===== config.mk =====
export PLATFORM = sky130hd
export DESIGN_NAME = psram_burst_controller
export DESIGN_NICKNAME = d
export VERILOG_FILES = /design/src/rtl/psram_pkg.sv /design/src/rtl/psram_counter.sv /design/src/rtl/psram_burst_controller.sv
export SDC_FILE = /design/constraint.sdc
export NUM_CORES = 1
export LEC_CHECK = 0
export CAP_MARGIN = 10
export CELL_PAD_IN_SITES_DETAIL_PLACEMENT = 1
export CELL_PAD_IN_SITES_GLOBAL_PLACEMENT = 1
export CORE_MARGIN = 2
export CORE_UTILIZATION = 33
export DETAILED_ROUTE_END_ITERATION = 8
export HOLD_SLACK_MARGIN = 0.15
export PLACE_DENSITY_LB_ADDON = 0.1
export REMOVE_ABC_BUFFERS = 1
export SYNTH_ARGS = -nofsm -noshare
export SYNTH_HDL_FRONTEND = slang
export SYNTH_SLANG_ARGS = --single-unit

===== constraint.sdc =====
create_clock -name clk50MHz -period 3.3 [get_ports clk50MHz]
set_clock_uncertainty 0.1 [all_clocks]
set_input_delay 0.66 -clock clk50MHz [delete_from_list [all_inputs] [get_ports clk50MHz]]
set_output_delay 0.66 -clock clk50MHz [all_outputs]
set_load 0.01 [all_outputs]

===== src/rtl/psram_pkg.sv =====
// Shared definitions for the PSRAM burst controller: FSM state encoding,
// inactive levels of the device strobes and the burst-length clamp.
// No ports; imported by psram_counter and psram_burst_controller.
package psram_pkg;

  typedef enum logic [2:0] {
    IDLE   = 3'd0,
    ADDR   = 3'd1,
    LAT    = 3'd2,
    DATA   = 3'd3,
    CFG    = 3'd4,
    FINISH = 3'd5
  } psram_state_e;

  // Inactive levels of the device-side control signals.
  localparam logic STROBE_OFF = 1'b1;  // every *_L strobe
  localparam logic CRE_OFF    = 1'b0;
  localparam logic OE_OFF     = 1'b0;
  localparam logic CLK_OFF    = 1'b0;

  // A zero-length request still moves one word; oversize requests are cut
  // down to the largest burst the device accepts.
  function automatic int unsigned clamp_burst(input int unsigned req,
                                              input int unsigned max_len);
    if (req == 0) return 1;
    if (req > max_len) return max_len;
    return req;
  endfunction

endpackage


===== src/rtl/psram_counter.sv =====
// Up-counter with enable, synchronous clear and terminal-count compare.
// Ports: clk_i, rst_i (async, active-high), en_i, clr_i, term_i -> done_o.
// done_o is combinational (count == term_i); clear has priority over enable.
module psram_counter #(
  parameter int W = 4
) (
  input  logic         clk_i,
  input  logic         rst_i,
  input  logic         en_i,
  input  logic         clr_i,
  input  logic [W-1:0] term_i,
  output logic         done_o
);

  logic [W-1:0] cnt_q, cnt_d;

  always_comb begin
    cnt_d = cnt_q;
    if (clr_i)     cnt_d = '0;
    else if (en_i) cnt_d = cnt_q + W'(1);
  end

  always_ff @(posedge clk_i or posedge rst_i) begin
    if (rst_i) cnt_q <= '0;
    else       cnt_q <= cnt_d;
  end

  assign done_o = (cnt_q == term_i);

endmodule


===== src/rtl/psram_burst_controller.sv =====
// Burst controller for a synchronous PSRAM: one host request becomes an
// ADDR / LAT / DATA / FINISH sequence (or ADDR-less CFG register write).
// Host side: baddr/bburst/bwe_L/benable_L/bcre request, bwdata/bbe_L with
//   bwready per write beat, brdata/brvalid per read beat, bbusy.
// Device side: maddr, mdq_out/mdq_oe/mdq_in, mbe_L, moe_L, mwe_L, madv_L,
//   mce_L, mcre, mclk_en, mwait.
// Define PSRAM_MWAIT_EN to honour mwait (extends LAT, stalls DATA beats);
// without it the timing is purely count-based and mwait is ignored.
module psram_burst_controller
  import psram_pkg::*;
#(
  parameter int A_WIDTH   = 24,
  parameter int D_WIDTH   = 16,
  parameter int LATENCY   = 4,
  parameter int MAX_BURST = 16
) (
  input  logic                       clk50MHz,
  input  logic                       rst,
  input  logic [A_WIDTH-1:0]         baddr,
  input  logic [$clog2(MAX_BURST):0] bburst,
  input  logic                       bwe_L,
  input  logic                       benable_L,
  input  logic                       bcre,
  input  logic [D_WIDTH-1:0]         bwdata,
  input  logic [D_WIDTH/8-1:0]       bbe_L,
  output logic                       bwready,
  output logic [D_WIDTH-1:0]         brdata,
  output logic                       brvalid,
  output logic                       bbusy,
  output logic [A_WIDTH-1:0]         maddr,
  output logic [D_WIDTH-1:0]         mdq_out,
  output logic                       mdq_oe,
  input  logic [D_WIDTH-1:0]         mdq_in,
  output logic [D_WIDTH/8-1:0]       mbe_L,
  output logic                       moe_L,
  output logic                       mwe_L,
  output logic                       madv_L,
  output logic                       mce_L,
  output logic                       mcre,
  output logic                       mclk_en,
  input  logic                       mwait
);

  localparam int BW = (MAX_BURST > 1) ? $clog2(MAX_BURST) : 1;
  localparam int LW = 4;

  psram_state_e       state_q, state_d;
  logic [A_WIDTH-1:0] addr_q, addr_d;
  logic               we_n_q, we_n_d;
  logic               cre_q, cre_d;
  logic [BW-1:0]      len_q, len_d;      // burst length minus one
  logic [D_WIDTH-1:0] brdata_q, brdata_d;
  logic               brvalid_q, brvalid_d;

  logic stall;
  logic beat;
  logic lat_done;
  logic burst_done;

`ifdef PSRAM_MWAIT_EN
  assign stall = mwait;
`else
  logic mwait_unused;
  assign mwait_unused = mwait;
  assign stall = 1'b0;
`endif

  // A beat is a DATA cycle the device is not stretching.
  assign beat = (state_q == DATA) && !stall;

  // LAT runs LATENCY-1 cycles: the count walks 0..LATENCY-2 and then holds
  // until the device releases mwait (when that handling is built in).
  psram_counter #(.W(LW)) u_lat_cnt (
    .clk_i  (clk50MHz),
    .rst_i  (rst),
    .en_i   ((state_q == LAT) && !lat_done),
    .clr_i  (state_q != LAT),
    .term_i (LW'(LATENCY - 2)),
    .done_o (lat_done)
  );

  psram_counter #(.W(BW)) u_burst_cnt (
    .clk_i  (clk50MHz),
    .rst_i  (rst),
    .en_i   (beat),
    .clr_i  (state_q != DATA),
    .term_i (len_q),
    .done_o (burst_done)
  );

  // Next-state and request capture.
  always_comb begin
    state_d = state_q;
    addr_d  = addr_q;
    we_n_d  = we_n_q;
    cre_d   = cre_q;
    len_d   = len_q;
    case (state_q)
      IDLE: begin
        if (!benable_L) begin
          addr_d  = baddr;
          we_n_d  = bwe_L;
          cre_d   = bcre;
          len_d   = BW'(clamp_burst(32'(bburst), MAX_BURST) - 1);
          state_d = (bcre && !bwe_L) ? CFG : ADDR;
        end
      end
      ADDR:    state_d = LAT;
      LAT:     if (lat_done && !stall) state_d = DATA;
      DATA:    if (beat && burst_done) state_d = FINISH;
      CFG:     state_d = FINISH;
      FINISH:  state_d = IDLE;
      default: state_d = IDLE;
    endcase
  end

  // Read beats are registered, so the last one is still on brdata in FINISH.
  always_comb begin
    brvalid_d = beat && we_n_q;
    brdata_d  = (beat && we_n_q) ? mdq_in : brdata_q;
  end

  always_ff @(posedge clk50MHz or posedge rst) begin
    if (rst) begin
      state_q   <= IDLE;
      addr_q    <= '0;
      we_n_q    <= 1'b1;
      cre_q     <= 1'b0;
      len_q     <= '0;
      brdata_q  <= '0;
      brvalid_q <= 1'b0;
    end else begin
      state_q   <= state_d;
      addr_q    <= addr_d;
      we_n_q    <= we_n_d;
      cre_q     <= cre_d;
      len_q     <= len_d;
      brdata_q  <= brdata_d;
      brvalid_q <= brvalid_d;
    end
  end

  assign brdata  = brdata_q;
  assign brvalid = brvalid_q;

  // Device strobes decode straight from the state register, so an async
  // reset drops them to their inactive levels immediately.
  always_comb begin
    maddr   = '0;
    mdq_out = '0;
    mdq_oe  = OE_OFF;
    mbe_L   = '1;
    moe_L   = STROBE_OFF;
    mwe_L   = STROBE_OFF;
    madv_L  = STROBE_OFF;
    mce_L   = STROBE_OFF;
    mcre    = CRE_OFF;
    mclk_en = CLK_OFF;
    bwready = 1'b0;
    bbusy   = (state_q != IDLE);
    case (state_q)
      ADDR: begin
        mce_L   = 1'b0;
        madv_L  = 1'b0;
        mwe_L   = we_n_q;
        mcre    = cre_q;   // configuration-register read
        maddr   = addr_q;
        mclk_en = 1'b1;
      end
      LAT: begin
        mce_L   = 1'b0;
        mclk_en = 1'b1;
      end
      DATA: begin
        mce_L   = 1'b0;
        mclk_en = 1'b1;
        if (we_n_q) begin
          moe_L = 1'b0;
          mbe_L = '0;
        end else begin
          mwe_L   = 1'b0;
          mdq_oe  = 1'b1;
          mdq_out = bwdata;
          mbe_L   = bbe_L;
          bwready = !stall;
        end
      end
      CFG: begin
        mcre    = 1'b1;
        mce_L   = 1'b0;
        madv_L  = 1'b0;
        mwe_L   = 1'b0;
        maddr   = addr_q;
        mclk_en = 1'b1;
      end
      default: ;
    endcase
  end

endmodule


==> results.md, run 1 <==
- Outcome: finished, final reports clean
- Starting Density: 0.336
- Die Width: 97.6 um
- Via Count: 2,205
- Total Neg Setup Slack: 0 ns
- Root buffer cell: clkbuf_8
- CP Capture Type: primary output
- Port buffer count: 135
- Post-DP Area: 4330 um^2
- Net switching power: 1.18 mW
- Vias in the first global route: 2,423
- Design area: 4490 um^2
- Layout area overhead: 55.2%
- First-iteration detailed-routing DRC count: 45
- CTS tree: yes
- IO Count: 137
- Final Wtd Congestion: 0.775
- Tcrit/Tclk final: 0.936
- Final setup margin: 0.212 ns
- Post-Syn Instances: 231
- Htree depth: 3
- Detailed Place HPWL: 5180 um
- Critical Path RT: 2.54 ns
- Num CTS Buffers: 9
- Pre-CTS setup slack: 0.516 ns
- Clock transition at the registers of the reported paths: 0.07 ns
- First-pass GRT wire length: 11,700 um
- Internal: 2.44 mW
- Sequential share of the synthesized area: 0.503
- Sw Ratio: 0.325
- Chip Height: 97.6 um
- Clock Path Buffers: 2
- Setup crit start kind: register
- Final min period: 3.09 ns
- Antenna diode count: 0
- RSZ-0062 raised after global routing: no
- Global route total overflow: 0
- Synthesized flop and latch total: 58
- Filler cell count: 920
- Sequential share of power: 0.351
- Post-synth ARST share: 1.00
- Die area: 9520 um^2
- Setup Viol. Count Final: 0
- Core footprint: 8590 um^2
- CTS Sinks: 58
- PD cells: 807 nW/um^2
- Overall power: 3.62 mW
- Main synth FF type: dfrtp_1
- Post-synthesis area per instance: 12.5 um^2
- Synth Warn #: 0
- Fin. max-slew vios: 0
- Post_cts resized: 0
- R2R Path Start: state_q[1]$_DFFE_PP0P_
- Setup Fix Bufs, Post-CTS: 0
- Hold Path Origin: addr_q[14]$_DFFE_PP0P_
- Share of layout cells above drive strength 1: 0.189
- GRT Util Overall: 0.152
- Largest net degree at the start of global routing: 33
- Hold Vio Cnt, Final: 0
- Crit Path Max Fanout: 18
- Clock share of power: 0.150
- CP arrival: 2.33 ns
- CP startpoint: state_q[1]$_DFFE_PP0P_
- Initial antenna violation count: 0
- # rows: 34
- Drt first pass iters: 2
- Antenna-violating nets left: 0
- Peak VDD IR: 0.326 mV
- Post-Syn Area: 2890 um^2
- Combinational power share: 0.499
- Worst slew pin tran: 0.616 ns
- Worst min-delay path class: reg2reg
- Max Fclk: 0.324 GHz
- CTS hold repair buffers: 0
- Per-cell routed wire length: 14.6 um
- Post-synth EDFFs: 0
- Cell variety after synth: 38
- Post-layout net count: 444
- Post-route DRC: 0
- Vias/cell: 4.57
- Max cap viols: 0
- WL final: 7050 um
- Clk_lat worst skew: 0.32 ns
- Slew headroom: 0.589
- Worst Setup Path Type: reg2out
- Leak: 1.91 nW
-- path summary, 6_finish.rpt --
check	to	slack, ns	cells after the start
worst max-delay path	mdq_out[4]	0.21	5
worst min-delay path	addr_q[14]$_DFFE_PP0P_	0.40	1
worst max register to register	addr_q[9]$_DFFE_PP0P_	1.17	4
worst min register to register	addr_q[14]$_DFFE_PP0P_	0.40	1
max in group asynchronous	we_n_q$_DFFE_PP1P_	1.81	3
min in group asynchronous	addr_q[15]$_DFFE_PP0P_	0.63	2
-- power by group through the flow --
stage                     Combinational [mW]  Sequential [mW]  Clock, mW
final                                   1.81             1.27      0.544
after global routing                    1.97             1.32      0.594
after detailed placement                1.84             1.28          0
after global placement                  1.80             1.27          0
after floorplan                        0.937             1.28          0
after CTS                               1.85             1.28      0.567
-- placed cells by master (no fill, tap or decap), types with 2 or more instances in the layout --
master / netlist / final
nand2b_1: 4 / 4
nor3_1: 2 / 2
o21ai_0: 7 / 7
ha_1: 4 / 4
nor2b_1: 3 / 3
buf_4: 2 / 2
dfrtp_1: 57 / 57
mux2_2: 18 / 18
mux2_4: 25 / 25
xnor2_1: 7 / 7
clkinv_2: 0 / 4
nand3_1: 2 / 2
xor2_1: 3 / 3
nor2_1: 14 / 14
clkbuf_8: 0 / 9
clkdlybuf4s50_1: 0 / 135
a21oi_1: 4 / 4
nand2_1: 3 / 3
and2_1: 43 / 43
clkinvlp_4: 0 / 2
inv_1: 9 / 8
buf_12: 2 / 2
-- metrics by stage --
| stage | utilization | hold slack (ns) | cells |
|---|---|---|---|
| after floorplan | - | 0.371 | 221 |
| after CTS | 0.522 | 0.408 | 483 |
| after detailed placement | 0.503 | 0.386 | 468 |
| final | 0.522 | 0.403 | 483 |
| after global placement | 0.503 | 0.381 | 468 |
| after global routing | 0.522 | 0.419 | 483 |
-- Yosys cell counts, types with 2 or more instances --
cell / number / area, um^2
inv_1: 9 / 33.8
o21ai_0: 7 / 35.0
xor2_1: 3 / 26.3
nand3_1: 2 / 10.0
buf_4: 2 / 15.0
mux2_4: 25 / 375
nand2_1: 3 / 11.3
nor2_1: 14 / 52.6
xnor2_1: 7 / 61.3
mux2_2: 18 / 203
buf_6: 2 / 22.5
ha_1: 4 / 50.1
nor2b_1: 3 / 18.8
nor3_1: 2 / 10.0
dfrtp_1: 57 / 1430
and2_1: 43 / 269
nand2b_1: 4 / 25.0
a21oi_1: 4 / 20.0
clkbuf_1: 2 / 7.51
buf_12: 2 / 40.0
-- cell families (layout without fill, tap and decap cells) --
kind of cell / after synthesis / after routing / share of synthesized area
and+or+nand+nor: 81 / 81 / 0.168
DFF: 58 / 58 / 0.503
muxes: 44 / 44 / 0.203
buffers and inverters: 19 / 163 / 0.0480
AOI/OAI and AO/OA: 15 / 15 / 0.0303
xor gates and xnor gates: 10 / 10 / 0.0303
adders and majority gates: 4 / 4 / 0.0173
-- flip-flops by register name (all words and copies together), names as in the netlist, 3 cells and up --
signal / cells
state_q: 3
u_lat_cnt.cnt_q: 4
u_burst_cnt.cnt_q: 4
addr_q: 24
brdata: 16
len_q: 4
-- worst max-delay path: stages (launching register included) --
cell and delay, ns:
dfrtp_1 0.52, nand2_1 0.15, or2_2 0.36, nor2_4 0.27
and2_1 0.18, clkdlybuf4s50_1 0.53
-- routing by layer --
metal | global-route usage | part of all wire | vias up
met2 | 0.251 | 0.48 | 85
li1 | - | - | 1033
met1 | 0.187 | 0.43 | 1080
met5 | 0 | 0 | -
met4 | 0.0481 | 0.0084 | 0
met3 | 0.0532 | 0.081 | 7
-- area by class of cell --
cell class	instances	area [um^2]	share of cell area
flip-flops and latches	58	1450	0.324
repair buffers	139	1410	0.314
multi-input cells	154	1300	0.290
well taps	108	135	0.0301
clock buffers	9	124	0.0276
clock inverters	6	35.0	0.00781
inverters	9	33.8	0.00753
No activity file was read; power rests on OpenSTA's default activity.
==> inputs of run 2 (changes only) <==
--- a/config.mk
+++ b/config.mk
@@ -5,11 +5,10 @@
 export SDC_FILE = /design/constraint.sdc
 export NUM_CORES = 1
 export LEC_CHECK = 0
-export CAP_MARGIN = 10
 export CELL_PAD_IN_SITES_DETAIL_PLACEMENT = 1
 export CELL_PAD_IN_SITES_GLOBAL_PLACEMENT = 1
 export CORE_MARGIN = 2
-export CORE_UTILIZATION = 33
+export CORE_UTILIZATION = 26
 export DETAILED_ROUTE_END_ITERATION = 8
 export HOLD_SLACK_MARGIN = 0.15
 export PLACE_DENSITY_LB_ADDON = 0.1
==> constraint.sdc (replaced) <==
create_clock -name clk50MHz -period 3.6 [get_ports clk50MHz]
set_clock_uncertainty 0.1 [all_clocks]
set_input_delay 0.72 -clock clk50MHz [delete_from_list [all_inputs] [get_ports clk50MHz]]
set_output_delay 0.72 -clock clk50MHz [all_outputs]
set_load 0.01 [all_outputs]
==> results.md, run 2 (same netlist as run 1, synthesis figures left out) <==
- Largest reg by FF count: addr_q
- Vias in the first global route: 2,451 (+1.2%)
- Chip Height: 109 um (+12%)
- Num CTS Buffers: 9 (unchanged)
- Antenna-violating nets left: 0 (unchanged)
- Post-DP Area: 4330 um^2 (+0.17%)
- Clock share of power: 0.193 (+0.043)
- GRT Util Overall: 0.128 (-0.0246)
- Sequential share of power: 0.334 (-0.017)
- Global route total overflow: 0 (unchanged)
- Per-cell routed wire length: 14.4 um (-1.1%)
- Detailed Place HPWL: 5350 um (+3.1%)
- Critical Path RT: 2.78 ns (+0.24 ns)
- Worst Setup Path Type: reg2out
- Layout area overhead: 57.5%
- Slew headroom: 0.511 (-0.0772)
- Slowest stage delay, CP: 0.53 ns (about the same)
- Post-layout net count: 443 (-0.23%)
- Setup Fix Bufs, Post-CTS: 0 (unchanged)
- Post-route DRC: 0 (unchanged)
- IO Count: 137 (unchanged)
- PD cells: 765 nW/um^2 (-5.2%)
- Design area: 4550 um^2 (+1.5%)
- Initial antenna violation count: 0 (unchanged)
- Core footprint: 10,800 um^2 (+26%)
- Clk_lat worst skew: 0.33 ns (about the same)
- Setup crit start kind: register
- Most frequent cells in the layout: clkdlybuf4s50_1, dfrtp_1, and2_1
- Pre-CTS setup slack: 0.758 ns (+0.242 ns)
- Starting Density: 0.267 (-0.0697)
- Peak VDD IR: 0.269 mV (-18%)
- Largest register FFs: 24 (unchanged)
- Total Neg Setup Slack: 0 ns (unchanged)
- Crit path max-delay cell type: clkdlybuf4s50_1
- Fin cells: 515 (+6.6%)
- Tcrit/Tclk final: 0.879
- Setup Viol. Count Final: 0 (unchanged)
- Sw Ratio: 0.313 (-0.0123)
- Clock transition at the registers of the reported paths: 0.07 ns (about the same)
- Via Count: 2,224 (+0.86%)
- CP bufs+invs: 1 (unchanged)
- Final min period: 3.16 ns
- Vias/cell: 4.32 (-5.4%)
- Worst slew pin tran: 0.733 ns (+0.117 ns)
- # rows: 38 (+12%)
- Die Width: 109 um (+12%)
- Share of layout cells above drive strength 1: 0.187 (-0.00267)
- Combinational power share: 0.473 (-0.026)
- Family with the most delay on the worst path: simple AND/OR/NAND/NOR gates
- Crit Path Max Fanout: 18 (unchanged)
- First-pass GRT wire length: 11,700 um (-0.18%)
- Crit-path cells: nand2_1 -> or2_2 -> nor2_4 -> and2_1 -> clkdlybuf4s50_1
- Clock Path Buffers: 2 (unchanged)
- Htree depth: 3 (unchanged)
- Hold Vio Cnt, Final: 0 (unchanged)
- CP arrival: 2.34 ns (about the same)
- Final Wtd Congestion: 0.713 (-8.0%)
- Internal: 2.39 mW (-2.0%)
- Max Fclk: 0.316 GHz
- Antenna diode count: 0 (unchanged)
- Port buffer count: 135 (unchanged)
- Worst min-delay path class: reg2reg
- Drt first pass iters: 3 (+1)
- Final setup margin: 0.435 ns (+0.223 ns)
- Root buffer cell: clkbuf_8
- RSZ-0062 raised after global routing: no
- CTS Sinks: 58 (unchanged)
- Outcome: finished, final reports clean
- Placed cell count: 499 (+6.6%)
- CP Capture Type: primary output
- Largest net degree at the start of global routing: 33 (unchanged)
- CTS tree: yes
- Fin. max-slew vios: 0 (unchanged)
- Post_cts resized: 0 (unchanged)
- CTS hold repair buffers: 0 (unchanged)
- Max cap viols: 0 (unchanged)
- Die area: 12,000 um^2 (+26%)
- First-iteration detailed-routing DRC count: 75 (+67%)
- Overall power: 3.48 mW (-3.8%)
- WL final: 7440 um (+5.5%)
- Commonest non-fill, non-tap cell in the layout: clkdlybuf4s50_1
- Leak: 1.92 nW (+0.85%)
- Net switching power: 1.09 mW (-7.4%)
- Filler cell count: 1,207 (+31%)
[run 2: worst paths after layout]
kind	slack, ns	cells past startpoint	start	to
worst max register to register	1.42	3	state_q[1]$_DFFE_PP0P_	addr_q[15]$_DFFE_PP0P_
worst max-delay path	0.44	5	state_q[1]$_DFFE_PP0P_	mdq_out[13]
worst min register to register	0.40	1	addr_q[18]$_DFFE_PP0P_	addr_q[18]$_DFFE_PP0P_
worst min-delay path	0.40	1	addr_q[18]$_DFFE_PP0P_	addr_q[18]$_DFFE_PP0P_
max in group asynchronous	2.02	3	rst	len_q[2]$_DFFE_PP0P_
min in group asynchronous	0.70	2	rst	brdata[6]$_DFFE_PP0P_
[run 2: metrics by stage]
step	util	hold WS, ns
detailed placement	0.400	0.385
CTS	0.420	0.408
floorplan	-	0.371
global route	0.420	0.422
global placement	0.400	0.382
finish	0.420	0.403
[run 2: power groups by stage]
stage          clock (mW)  sequential [mW]  combinational [mW]
2_1_floorplan           0             1.17               0.859
3_3_place_gp            0             1.16                1.65
3_5_place_dp            0             1.17                1.68
4_1_cts             0.703             1.17                1.68
5_1_grt             0.733             1.21                1.80
6_report            0.673             1.16                1.65
[run 2: final cells by class]
| class | count | area (um^2) | share of cell area |
|---|---|---|---|
| Clock buffer | 11 | 141 | 0.0311 |
| Sequential cell | 58 | 1450 | 0.319 |
| Multi-Input combinational cell | 154 | 1300 | 0.285 |
| Inverter | 9 | 33.8 | 0.00742 |
| Clock inverter | 5 | 77.6 | 0.0170 |
| Timing Repair Buffer | 138 | 1370 | 0.302 |
| Tap cell | 140 | 175 | 0.0385 |
[run 2: worst reg2reg max path, cell delays in order (launching register included)]
cell and delay (ns):
dfrtp_1 0.49, or3_4 0.48, nor2_8 0.57, mux2_2 0.44
[run 2: layer usage]
layer	GRT usage	routed length [um]	vias up
met1	0.143	3020	1092
li1	-	-	1037
met3	0.0504	754	8
met4	0.0515	82	0
met5	0	0	-
met2	0.216	3570	87
==> inputs of run 3 (changes only) <==
--- a/config.mk
+++ b/config.mk
@@ -10,7 +10,7 @@
 export CORE_MARGIN = 2
 export CORE_UTILIZATION = 26
 export DETAILED_ROUTE_END_ITERATION = 8
-export HOLD_SLACK_MARGIN = 0.15
+export HOLD_SLACK_MARGIN = 0.1
 export PLACE_DENSITY_LB_ADDON = 0.1
 export REMOVE_ABC_BUFFERS = 1
 export SYNTH_ARGS = -nofsm -noshare
==> results of run 3 <==
Final layout, timing and power as in run 2 (identical DEF).
